===== src/rtl/ipml_prefetch_fifo_rd_arbiter.sv =====
// Round-robin burst scheduler that drains N_CH prefetch FIFO read ports into one tagged valid/ready stream.
// Optional PFA_STATS_EN adds per-channel saturating burst/starvation counters.
module ipml_prefetch_fifo_rd_arbiter #(
  parameter  int N_CH      = 4,
  parameter  int DATA_W    = 32,
  parameter  int BURST_LEN = 16,
  localparam int CH_W      = $clog2(N_CH)
) (
  input  logic                   rd_clk,
  input  logic                   rd_rst,
  input  logic [N_CH*DATA_W-1:0] ch_rd_data,
  input  logic [N_CH-1:0]        ch_rd_vld,
  output logic [N_CH-1:0]        ch_rd_en,
  input  logic [N_CH-1:0]        ch_enable,
  output logic [DATA_W-1:0]      m_data,
  output logic [CH_W-1:0]        m_ch,
  output logic                   m_last,
  output logic                   m_vld,
  input  logic                   m_rdy,
`ifdef PFA_STATS_EN
  output logic [N_CH*16-1:0]     stat_bursts,
  output logic [N_CH*16-1:0]     stat_starve,
`endif
  output logic                   busy
);

  localparam int CNT_W = $clog2(BURST_LEN + 1);

  typedef enum logic [1:0] {ARB, BURST, FLUSH} state_t;

  state_t             state, state_nxt;
  logic [CH_W-1:0]    grant;
  logic [CNT_W-1:0]   beat_cnt;
  logic               h_vld;
  logic [DATA_W-1:0]  h_data;
  logic [CH_W-1:0]    h_ch;

  logic [N_CH-1:0]    req;
  logic               arb_found;
  logic [CH_W-1:0]    arb_ch;
  logic               o_free;
  logic               cur_vld, cur_en, below_len;
  logic               pop, burst_end, h_to_o, last_to_o;
  logic [DATA_W-1:0]  sel_data;

  // The grant register doubles as the round-robin pointer: search starts just after it.
  always_comb begin
    logic [CH_W-1:0] cand;
    req       = ch_enable & ch_rd_vld;
    arb_found = 1'b0;
    arb_ch    = grant;
    cand      = '0;
    for (int i = 1; i <= N_CH; i++) begin
      cand = CH_W'((int'(grant) + i) % N_CH);
      if (!arb_found && req[cand]) begin
        arb_found = 1'b1;
        arb_ch    = cand;
      end
    end
  end

  always_comb begin
    o_free    = ~m_vld | m_rdy;
    cur_vld   = ch_rd_vld[grant];
    cur_en    = ch_enable[grant];
    below_len = (beat_cnt < CNT_W'(BURST_LEN));
    sel_data  = ch_rd_data[int'(grant)*DATA_W +: DATA_W];
    pop       = (state == BURST) & cur_vld & cur_en & below_len & (~h_vld | o_free);
    burst_end = (state == BURST) & ~(cur_vld & cur_en & below_len);
    h_to_o    = pop & h_vld;
    // The held beat becomes the last beat once the burst is known to be over.
    last_to_o = h_vld & o_free & (burst_end | (state == FLUSH));
    ch_rd_en  = '0;
    if (pop) ch_rd_en[grant] = 1'b1;
    busy      = (state != ARB) | h_vld | m_vld;

    state_nxt = state;
    case (state)
      ARB:     if (arb_found) state_nxt = BURST;
      BURST:   if (burst_end) state_nxt = (h_vld & ~o_free) ? FLUSH : ARB;
      FLUSH:   if (o_free) state_nxt = ARB;
      default: state_nxt = ARB;
    endcase
  end

  always_ff @(posedge rd_clk or posedge rd_rst) begin
    if (rd_rst) begin
      state    <= ARB;
      grant    <= CH_W'(N_CH - 1);
      beat_cnt <= '0;
    end else begin
      state <= state_nxt;
      if (state == ARB && arb_found) begin
        grant    <= arb_ch;
        beat_cnt <= '0;
      end else if (pop) begin
        beat_cnt <= beat_cnt + CNT_W'(1);
      end
    end
  end

  always_ff @(posedge rd_clk or posedge rd_rst) begin
    if (rd_rst) begin
      h_vld  <= 1'b0;
      h_data <= '0;
      h_ch   <= '0;
    end else if (pop) begin
      h_vld  <= 1'b1;
      h_data <= sel_data;
      h_ch   <= grant;
    end else if (last_to_o) begin
      h_vld  <= 1'b0;
    end
  end

  always_ff @(posedge rd_clk or posedge rd_rst) begin
    if (rd_rst) begin
      m_vld  <= 1'b0;
      m_data <= '0;
      m_ch   <= '0;
      m_last <= 1'b0;
    end else if (h_to_o || last_to_o) begin
      m_vld  <= 1'b1;
      m_data <= h_data;
      m_ch   <= h_ch;
      m_last <= last_to_o;
    end else if (m_rdy) begin
      m_vld  <= 1'b0;
    end
  end

`ifdef PFA_STATS_EN
  logic        starve_end;
  logic [15:0] bursts_cnt [N_CH];
  logic [15:0] starve_cnt [N_CH];

  assign starve_end = burst_end & ~cur_vld & below_len;

  always_ff @(posedge rd_clk or posedge rd_rst) begin
    if (rd_rst) begin
      for (int k = 0; k < N_CH; k++) begin
        bursts_cnt[k] <= '0;
        starve_cnt[k] <= '0;
      end
    end else begin
      if (last_to_o && bursts_cnt[h_ch] != 16'hFFFF)
        bursts_cnt[h_ch] <= bursts_cnt[h_ch] + 16'd1;
      if (starve_end && starve_cnt[grant] != 16'hFFFF)
        starve_cnt[grant] <= starve_cnt[grant] + 16'd1;
    end
  end

  for (genvar k = 0; k < N_CH; k++) begin : g_stats
    assign stat_bursts[k*16 +: 16] = bursts_cnt[k];
    assign stat_starve[k*16 +: 16] = starve_cnt[k];
  end
`endif

endmodule

===== config.mk =====
export PLATFORM = sky130hd
export DESIGN_NAME = ipml_prefetch_fifo_rd_arbiter
export DESIGN_NICKNAME = d
export VERILOG_FILES = /design/src/rtl/ipml_prefetch_fifo_rd_arbiter.sv
export SDC_FILE = /design/constraint.sdc
export NUM_CORES = 1
export LEC_CHECK = 0
export CAP_MARGIN = 20
export CORE_MARGIN = 2
export CORE_UTILIZATION = 43
export DETAILED_ROUTE_END_ITERATION = 6
export PLACE_DENSITY = 0.77
export SLEW_MARGIN = 20
export SYNTH_ARGS = -nofsm -noshare
export SYNTH_HDL_FRONTEND = slang
export SYNTH_SLANG_ARGS = --single-unit

===== constraint.sdc =====
create_clock -name rd_clk -period 3.75 [get_ports rd_clk]
set_input_delay 1.125 -clock rd_clk [delete_from_list [all_inputs] [get_ports rd_clk]]
set_output_delay 1.125 -clock rd_clk [all_outputs]
set_load 0.01 [all_outputs]

==> flow_metrics.py <==
metrics = {
    "floorplan": {
        "core_um2": 9730,
        "die_x_um": 104,
        "row_count": 36,
        "dieArea_um2": 10800,
        "initial_core_util_pct": 44.1,
        "die_height_um": 104,
        "io_pins": 180,
    },
    "synthesis": {
        "async_reset_ff_share_pct": 100,
        "synth_common_cells": "dfrtp_1 (78), mux2_2 (40), mux4_2 (36)",
        "synth.distinct_cells": 40,
        "yosys_warnings": 0,
        "synth_ff_type": "dfrtp_1",
        "synth_top_family_by_area": "multiplexers",
        "ys_seq_area_share_pct": 46.7,
        "synthAdderAreaFrac_pct": 1.46,
        "synthSimpleGateAreaFrac_pct": 5.39,
        "synthCells": 272,
        "synth_edf_count": 0,
        "synth_compound_area_share_pct": 2.97,
        "yosysMostFrequentCell": "dfrtp_1",
        "synthXorXnorAreaFrac_pct": 0.204,
        "muxShareOfSynthArea_pct": 40.1,
        "synth_nets": 416,
        "netlist_area_um2": 4290,
        "yosysTopAreaCellShare_pct": 45.5,
        "ys_seq_elements": 80,
        "avgSynthCellArea_um2": 15.8,
        "ys_top_cells_by_area": "dfrtp_1 (45%), mux4_2 (19%), mux2_2 (10%)",
        "synth_top_cell_by_area": "dfrtp_1",
    },
    "clock_tree": {
        "ctsHoldBuffers": 0,
        "clockBufferDepth": 2,
        "cts_tree": "done",
        "clk_pin_slew_ps": 80,
        "cts-buffers-inserted": 9,
        "h-tree-depth": 3,
        "clock-sinks": 80,
        "root_buffer": "clkbuf_8",
        "clock_latency_ps": 340,
    },
    "finish": {
        "syn_to_final_growth_pct": 51.2,
        "nNetsFinal": 611,
        "drive_gt1_share_pct": 33.3,
        "fin_area_um2": 6490,
        "diodes": 0,
        "fin_util_pct": 66.7,
    },
    "sta": {
        "max_slew_margin_pct": 38.2,
        "timing.fmax_ghz": 0.278,
        "finalHoldViolations": 0,
        "rsz0062_at_grt": "false",
        "final-setup-viol-count": 0,
        "finalCritPeriodShare_pct": 95.9,
        "fin_ws_ps": 155,
        "tightest_slew_ps": 927,
        "fin_crit_ps": 3600,
        "slew_viol_final": 0,
        "skew_ps": 6.29,
    },
    "critical_path": {
        "timing.rr.start": "grant[0]$_DFFE_PP1P_",
        "crit_start": "ch_enable[3]",
        "crit_fanout": 3,
        "ff2ff_setup_slack_ps": 1420,
        "end_kind": "output pin",
        "regToRegEndpoint": "h_data[8]$_DFFE_PP0P_",
        "endpoint": "ch_rd_en[1]",
        "required_ps": 2620,
        "crit_arrival_ps": 2470,
        "worst-r2r-cell-count": 3,
        "crit_type": "in2out",
        "worstSetupStartpointType": "input port",
    },
    "global_route": {
        "grt_max_degree": 55,
        "grt.total_usage_pct": 20.9,
        "overflow": 0,
        "grt_pass1_vias": 3453,
        "antenna_found_initial": 0,
        "grt_pass1_wl_um": 17800,
    },
    "route": {
        "antenna_left": 0,
        "drc": 0,
        "drt_iter0_drc": 90,
        "vias": 3154,
        "wl_um": 10800,
        "wl_per_cell_um": 17.9,
        "vias_per_cell": 5.21,
        "firstDrtPassIters": 4,
    },
    "pwr": {
        "irDropWorstVdd_v": 0.000313,
        "power_density_nw_per_um2": 692,
        "p_leak_nw": 2.74,
    },
    "worst_hold_path": {
        "hold_class": "reg2reg",
    },
    "placed_design": {
        "io_buffers": 179,
        "post-place-ws_ps": -337,
        "place_congestion": 0.759,
        "hpwlAfterDp_um": 8120,
        "post_dp_cell_area_um2": 6300,
    },
    "outcome": {
        "outcome": "completed",
    },
    "job": {
        "drv_cap": 0,
    },
}
-- cell type report --
cell class | count | area [um^2]
repair buffers | 200 | 1970
clock inverters | 5 | 33.8
fillers | 729 | 3240
inverters | 4 | 16.3
well taps | 133 | 166
flip-flops and latches | 80 | 2000
multi-input cells | 172 | 2170
clock buffers | 11 | 131
-- sequential cells by signal (all words and copies together), names as in the netlist --
| name | flops |
|---|---|
| state | 2 |
| m_vld | 1 |
| m_data | 32 |
| h_ch | 2 |
| grant | 2 |
| h_data | 32 |
| m_last | 1 |
| h_vld | 1 |
| m_ch | 2 |
| beat_cnt | 5 |
-- cell usage in the layout (no fill, tap or decap), types with 2 or more instances in the layout --
| cell | instances |
|---|---|
| mux4_2 | 36 |
| mux2i_1 | 4 |
| a21oi_1 | 2 |
| dfstp_2 | 2 |
| a31oi_1 | 2 |
| clkinv_2 | 3 |
| and3_1 | 4 |
| buf_4 | 18 |
| nand3_1 | 5 |
| buf_6 | 2 |
| buf_2 | 3 |
| clkbuf_8 | 9 |
| clkdlybuf4s50_1 | 167 |
| dfrtp_1 | 78 |
| a211oi_1 | 2 |
| dlymetal6s2s_1 | 4 |
| inv_1 | 3 |
| clkbuf_1 | 2 |
| dlygate4sd2_1 | 4 |
| mux2_2 | 40 |
| buf_12 | 2 |
| ha_1 | 5 |
| nand2_2 | 2 |
| nand2_1 | 12 |
| nand3b_1 | 2 |
| and2_4 | 4 |
| mux2_4 | 28 |
| nor3_1 | 2 |
| clkinvlp_4 | 2 |
| nand2b_1 | 2 |
-- report_power, final --
| group | total, W | internal (W) | switching (W) |
|---|---|---|---|
| combinational | 0.00242 | 0.00150 | 0.000923 |
| sequential | 0.00153 | 0.00129 | 0.000241 |
| clock | 0.000542 | 0.000240 | 0.000302 |
| total | 0.00449 | 0.00303 | 0.00147 |
-- critical path, cell delays in order --
cell and delay [ps]:
dlygate4sd2_1 260, and2_4 160, mux4_2 480, buf_4 160, and3_4 170, buf_6 120
-- kinds of logic after synthesis --
| group | after synthesis |
|---|---|
| adders and majority gates | 5 |
| xor gates and xnor gates | 1 |
| and+or+nand+nor | 41 |
| AOI/OAI and AO/OA | 17 |
| buffers and inverters | 20 |
| DFF | 80 |
| muxes | 108 |
-- stage by stage --
| step | hold WS [ps] | instances | TNS [ps] | total power, W |
|---|---|---|---|---|
| 2_1_floorplan | 449 | 272 | 0 | 0.00307 |
| 3_3_place_gp | 471 | 587 | -1110 | 0.00390 |
| 3_5_place_dp | 488 | 587 | -1200 | 0.00397 |
| 4_1_cts | 503 | 605 | -3.61 | 0.00454 |
| 5_1_grt | 516 | 605 | 0 | 0.00478 |
| 6_report | 504 | 605 | 0 | 0.00449 |
-- routing by layer --
metal / global-route usage, % / vias up / routed length [um]
li1: - / 1436 / -
met1: 25.6 / 1602 / 4520
met2: 36.3 / 105 / 5460
met3: 5.70 / 11 / 715
met4: 6.08 / 0 / 122
met5: 0 / - / 0
-- worst min-delay path by stage --
| stage | end | depth (start not counted) | slack (ps) | startpoint |
|---|---|---|---|---|
| 6_report | beat_cnt[3]$_DFFE_PP0P_ | 1 | 500 | beat_cnt[3]$_DFFE_PP0P_ |
| 4_1_cts | beat_cnt[3]$_DFFE_PP0P_ | 1 | 500 | beat_cnt[3]$_DFFE_PP0P_ |
| 3_3_place_gp | beat_cnt[3]$_DFFE_PP0P_ | 1 | 470 | beat_cnt[3]$_DFFE_PP0P_ |
| 2_1_floorplan | beat_cnt[3]$_DFFE_PP0P_ | 1 | 450 | beat_cnt[3]$_DFFE_PP0P_ |
| 3_5_place_dp | beat_cnt[3]$_DFFE_PP0P_ | 1 | 490 | beat_cnt[3]$_DFFE_PP0P_ |
| 5_1_grt | m_data[18]$_DFFE_PP0P_ | 1 | 520 | m_data[18]$_DFFE_PP0P_ |
-- timing repair --
item | 4_1_cts | 5_1_grt
setup endpoints to repair | 4 | 4
pin swaps | 1 | 0
setup buffers | 2 | 0
resized for setup | 25 | 6
No activity file was read; power rests on OpenSTA's default activity.
